### config.mk
export PLATFORM = sky130hd
export DESIGN_NAME = mem_dma
export DESIGN_NICKNAME = d
export VERILOG_FILES = /design/src/rtl/mem_dma.sv
export SDC_FILE = /design/constraint.sdc
export NUM_CORES = 1
export LEC_CHECK = 0
export BUFFER_PORTS_ARGS = -buffer_cell sky130_fd_sc_hd__buf_2
export CORE_UTILIZATION = 55
export CTS_BUF_LIST = sky130_fd_sc_hd__clkbuf_4 sky130_fd_sc_hd__clkbuf_8
export CTS_CLUSTER_DIAMETER = 60
export DETAILED_ROUTE_END_ITERATION = 10
export PLACE_DENSITY = 0.9
export REMOVE_ABC_BUFFERS = 1
export SKIP_CTS_REPAIR_TIMING = 1
export SYNTH_ARGS = -nofsm -noshare
export SYNTH_HDL_FRONTEND = slang
export SYNTH_SLANG_ARGS = --single-unit
### constraint.sdc
create_clock -name clk -period 7.82 [get_ports clk]
set_input_delay 1.955 -clock clk [delete_from_list [all_inputs] [get_ports clk]]
set_output_delay 1.955 -clock clk [all_outputs]
set_load 0.01 [all_outputs]
### src/rtl/mem_dma.sv
// mem_dma: word-granular copy/fill engine driving the single-cycle data
// memory port. Copy reads one word then writes it (two cycles per word);
// fill writes a latched pattern (one cycle per word). Every output comes
// straight from a flop; the flop inputs are derived from the next state so
// the bus values line up with the state they belong to.

module mem_dma #(
    parameter int LEN_W = 7
) (
    input  logic             clk,
    input  logic             reset,
    input  logic             start,
    input  logic             mode,
    input  logic [31:0]      src_addr,
    input  logic [31:0]      dst_addr,
    input  logic [LEN_W-1:0] len,
    input  logic [31:0]      fill_data,
    output logic             busy,
    output logic             done,
    output logic             err,
    output logic [LEN_W-1:0] count,
    output logic             mem_we,
    output logic [31:0]      mem_a,
    output logic [31:0]      mem_wd,
    input  logic [31:0]      mem_rd
);

    typedef enum logic [1:0] {
        S_IDLE  = 2'd0,
        S_READ  = 2'd1,
        S_WRITE = 2'd2,
        S_DONE  = 2'd3
    } state_t;

    localparam logic [LEN_W-1:0] CNT_ZERO = LEN_W'(0);
    localparam logic [LEN_W-1:0] CNT_ONE  = LEN_W'(1);
    localparam logic [31:0]      WORD_B   = 32'd4;

    state_t           state_q, state_d;
    logic             mode_q, mode_d;
    logic [31:0]      src_q, src_d;
    logic [31:0]      dst_q, dst_d;
    logic [LEN_W-1:0] len_q, len_d;
    logic [LEN_W-1:0] count_q, count_d;
    logic [31:0]      data_q, data_d;

    logic             busy_q, busy_d;
    logic             done_q, done_d;
    logic             err_q, err_d;
    logic             mem_we_q, mem_we_d;
    logic [31:0]      mem_a_q, mem_a_d;
    logic [31:0]      mem_wd_q, mem_wd_d;

    // Next-state and transfer-register update.
    always_comb begin
        state_d = state_q;
        mode_d  = mode_q;
        src_d   = src_q;
        dst_d   = dst_q;
        len_d   = len_q;
        count_d = count_q;
        data_d  = data_q;
        err_d   = 1'b0;
        case (state_q)
            S_IDLE: begin
                if (start) begin
                    mode_d  = mode;
                    src_d   = src_addr;
                    dst_d   = dst_addr;
                    len_d   = len;
                    count_d = CNT_ZERO;
                    if ((dst_addr[1:0] != 2'b00) ||
                        ((mode == 1'b0) && (src_addr[1:0] != 2'b00))) begin
                        // Rejected request: no memory access at all.
                        err_d   = 1'b1;
                        state_d = S_IDLE;
                    end else if (len == CNT_ZERO) begin
                        state_d = S_DONE;
                    end else if (mode == 1'b1) begin
                        data_d  = fill_data;
                        state_d = S_WRITE;
                    end else begin
                        state_d = S_READ;
                    end
                end else begin
                    state_d = S_IDLE;
                end
            end
            S_READ: begin
                data_d  = mem_rd;
                src_d   = src_q + WORD_B;
                state_d = S_WRITE;
            end
            S_WRITE: begin
                dst_d   = dst_q + WORD_B;
                count_d = count_q + CNT_ONE;
                if ((count_q + CNT_ONE) == len_q) begin
                    state_d = S_DONE;
                end else if (mode_q == 1'b1) begin
                    state_d = S_WRITE;
                end else begin
                    state_d = S_READ;
                end
            end
            S_DONE: begin
                state_d = S_IDLE;
            end
            default: begin
                state_d = S_IDLE;
            end
        endcase
    end

    // Output flop inputs, derived from the state being entered.
    always_comb begin
        busy_d   = 1'b0;
        done_d   = 1'b0;
        mem_we_d = 1'b0;
        mem_a_d  = 32'd0;
        mem_wd_d = 32'd0;
        case (state_d)
            S_READ: begin
                busy_d  = 1'b1;
                mem_a_d = src_d;
            end
            S_WRITE: begin
                busy_d   = 1'b1;
                mem_we_d = 1'b1;
                mem_a_d  = dst_d;
                mem_wd_d = data_d;
            end
            S_DONE: begin
                done_d = 1'b1;
            end
            S_IDLE: begin
                busy_d = 1'b0;
            end
            default: begin
                busy_d = 1'b0;
            end
        endcase
    end

    // State, transfer registers and registered outputs; reset clears all.
    always_ff @(posedge clk or posedge reset) begin
        if (reset) begin
            state_q  <= S_IDLE;
            mode_q   <= 1'b0;
            src_q    <= 32'd0;
            dst_q    <= 32'd0;
            len_q    <= CNT_ZERO;
            count_q  <= CNT_ZERO;
            data_q   <= 32'd0;
            busy_q   <= 1'b0;
            done_q   <= 1'b0;
            err_q    <= 1'b0;
            mem_we_q <= 1'b0;
            mem_a_q  <= 32'd0;
            mem_wd_q <= 32'd0;
        end else begin
            state_q  <= state_d;
            mode_q   <= mode_d;
            src_q    <= src_d;
            dst_q    <= dst_d;
            len_q    <= len_d;
            count_q  <= count_d;
            data_q   <= data_d;
            busy_q   <= busy_d;
            done_q   <= done_d;
            err_q    <= err_d;
            mem_we_q <= mem_we_d;
            mem_a_q  <= mem_a_d;
            mem_wd_q <= mem_wd_d;
        end
    end

    assign busy   = busy_q;
    assign done   = done_q;
    assign err    = err_q;
    assign count  = count_q;
    assign mem_we = mem_we_q;
    assign mem_a  = mem_a_q;
    assign mem_wd = mem_wd_q;

endmodule
==> run_results.csv <==
group,metric,value,unit
yosys,syn-cell-area,9870,sq um
yosys,synthFlopType,"dfrtp_1",
cells_and_area,fillers,1400,
grt,grt_use_met2,51.0,%
yosys,yosysSeqAreaShare,45.9,%
drt,drt-initial-drc-count,1346,
yosys,syn_inst,1035,
cells_and_area,n_antenna_cell,0,
worst_setup_path,required,8230,ps
timing,setup_viol,0,
drt,drc,0,
drt,drtAntennaViolNets,0,
place,numPortBuffers,213,
timing,max_freq,183,MHz
yosys,yosysWarnings,0,
cells_and_area,multi_input_area,4840,sq um
clock_network,cts_tree,"yes",
grt,first_global_vias,9018,
place,place_ws,1960,ps
clock_network,path_clk_slew,100,ps
clock_network,clock_path_buffers,2,
job,max_cap_violations,0,
grt,grt-ovfl-total,0,
floorplan,die-area,18500,sq um
timing,hold_viol,0,
pwr,p_per_area,375,nW/um^2
grt,track_usage,33.5,%
grt,grt_max_degree,102,
grt,grt_util_met3,7.05,%
yosys,synth.area.top_cells,"dfrtp_1 (46%), a22oi_1 (5.7%), nand2_1 (4.6%)",
cells_and_area,nets,1342,
clock_network,clk_latency,480,ps
worst_setup_path,worstSetupStartpointType,"input port",
timing,drv_slew,0,
timing,min_period,5480,ps
cells_and_area,fin_area,11300,sq um
grt,antenna_found_initial,0,
worst_setup_path,crit_arrival,5890,ps
timing,rsz0062_at_grt,"false",
clock_network,cts-root-buf,"clkbuf_8",
timing,fin_skew,17.8,ps
yosys,synthArstFlopShare,100,%
cells_and_area,syn2layout_area_growth,14.7,%
drt,num_vias,9580,
floorplan,start_util,56.7,%
floorplan,die-width,136,microns
timing,period_share,70.1,%
place,hpwl,21300,microns
clock_network,cts.sinks,181,
yosys,synth_top_cell_by_area,"dfrtp_1",
pwr,p_leak,5.24,nW
timing,tns,0,ps
grt,grt_first_pass_wirelength,47200,microns
worst_setup_path,r2r_slack,3410,ps
timing,maxSlewHeadroom,14.5,%
cells_and_area,regArea,4530,sq um
place,place_congestion,0.989,
drt,routed_wl,31000,microns
clock_network,htree_levels,4,
timing,worst_slack,2340,ps
timing,worstMarginPinSlew,1280,ps
yosys,ys_ff_latch,181,
floorplan,row_count,48,
status,status,"complete, no violations",
pwr,peakVddDrop,0.000184,V
grt,grt_use_met1,45.9,%
yosys,post_synth_num_cell_types,85,
yosys,synth-edff-count,0,
floorplan,io_pins,214,
yosys,synth_top_area_share,45.9,%
cells_and_area,utilization,65.0,%
floorplan,die_height,136,microns
drt,wl_per_cell,21.6,microns
hold_path,hold_path_class,"reg -> reg",
floorplan,core-area,17400,sq um
drt,dr.pass1.iters,7,
place,place_area,10900,sq um
grt,grt.busiest_layer,"met2",
drt,via_per_inst,6.68,
worst_setup_path,crit_type,"in -> reg",
clock_network,cts_buffers,17,
worst_setup_path,cp_max_fo,39,
cells_and_area,layout-drive-gt1-share,24.0,%
yosys,synth.avg_cell_area,9.54,sq um
worst_setup_path,critPathCaptureType,"flip-flop",
-- per-layer routing --
layer / share of wire [%] / routed length (microns)
met1: 39 / 12100
met2: 46 / 14400
met3: 11 / 3360
met4: 3.6 / 1130
met5: 0 / 0
-- where the power goes --
part / switching (mW) / total, mW / internal [mW]
combinational: 1.13 / 1.85 / 0.723
clock: 0.352 / 0.639 / 0.288
sequential: 0.424 / 1.76 / 1.34
-- critical path, stage by stage --
cell      delay (ps)
buf_2            620
nand2b_1         650
o311ai_0         710
ha_1             770
and2_0           530
buf_4            400
a221o_1          210
-- registers in the layout (all words and copies together), names as in the netlist --
signal	cells
busy	1
mem_a	32
err	1
len_q	7
mode_q	1
data_q	32
src_q	32
count	7
done	1
mem_we	1
mem_wd	32
state_q	2
dst_q	32
-- synthesized netlist by cell type (6+ instances only) --
cell type,count
dfrtp_1,181
nand2_1,121
a22oi_1,75
nor2_1,66
clkbuf_1,43
nor2b_1,43
a221o_1,34
a21oi_1,29
nand3_1,29
o21ai_0,26
inv_1,23
buf_2,22
nand4_1,21
o22ai_1,19
nor3_1,18
nand2b_1,16
nor4_1,16
a22o_1,15
or3_1,12
a2bb2oi_1,10
a31oi_1,10
and3_1,9
buf_1,9
and2_1,8
mux2i_1,8
o22a_1,8
xor2_1,8
a311oi_1,7
o211ai_1,7
o32ai_1,7
a41oi_1,6
clkbuf_8,6
ha_1,6
-- through the flow --
step / total power, mW / cells / hold WS (ps)
3_5_place_dp: 3.55 / 1403 / 463
3_3_place_gp: 3.47 / 1403 / 455
2_1_floorplan: 2.86 / 950 / 441
4_1_cts: 4.19 / 1435 / 486
6_report: 4.25 / 1435 / 486
5_1_grt: 4.48 / 1435 / 514
-- final timing paths --
path | start | cells after the start | endpoint
max reg2reg | state_q[1] | 7 | mem_wd[22]
max in group asynchronous | reset | 3 | src_q[5]
min in group asynchronous | reset | 2 | mem_wd[23]
max | start | 7 | mem_wd[22]
min reg2reg | src_q[1] | 2 | src_q[1]
min | src_q[1] | 2 | src_q[1]
-- layout by cell type, fill, tap and decap left out, types with 20 or more instances in the layout --
master,synthesis,final
nand3_1,29,29
a21oi_1,29,29
a22oi_1,75,75
nor2_1,66,66
nand2_1,121,121
buf_2,22,213
dfrtp_1,181,179
nor2b_1,43,42
clkbuf_8,6,20
o21ai_0,26,26
inv_1,23,22
nand4_1,21,21
a221o_1,34,34
-- cell type report --
class / instances / area share, %
clock buffer: 21 / 2.50
clock inverter: 11 / 1.01
inverter: 23 / 0.807
multi-input combinational: 746 / 42.8
sequential: 181 / 40.0
tap: 225 / 2.49
timing repair buffer: 228 / 10.4
-- logic make-up (layout without fill, tap and decap cells) --
group	Yosys count	count (layout)	synth area share (%)
xor+xnor	13	13	1.15
mux	10	10	1.04
buf+inv	108	283	5.25
fa+ha+maj	6	6	0.760
compound gates	313	313	24.4
flops	181	181	45.9
simple gates	404	404	21.6
Note: power is estimated with default switching activity, not from simulation.
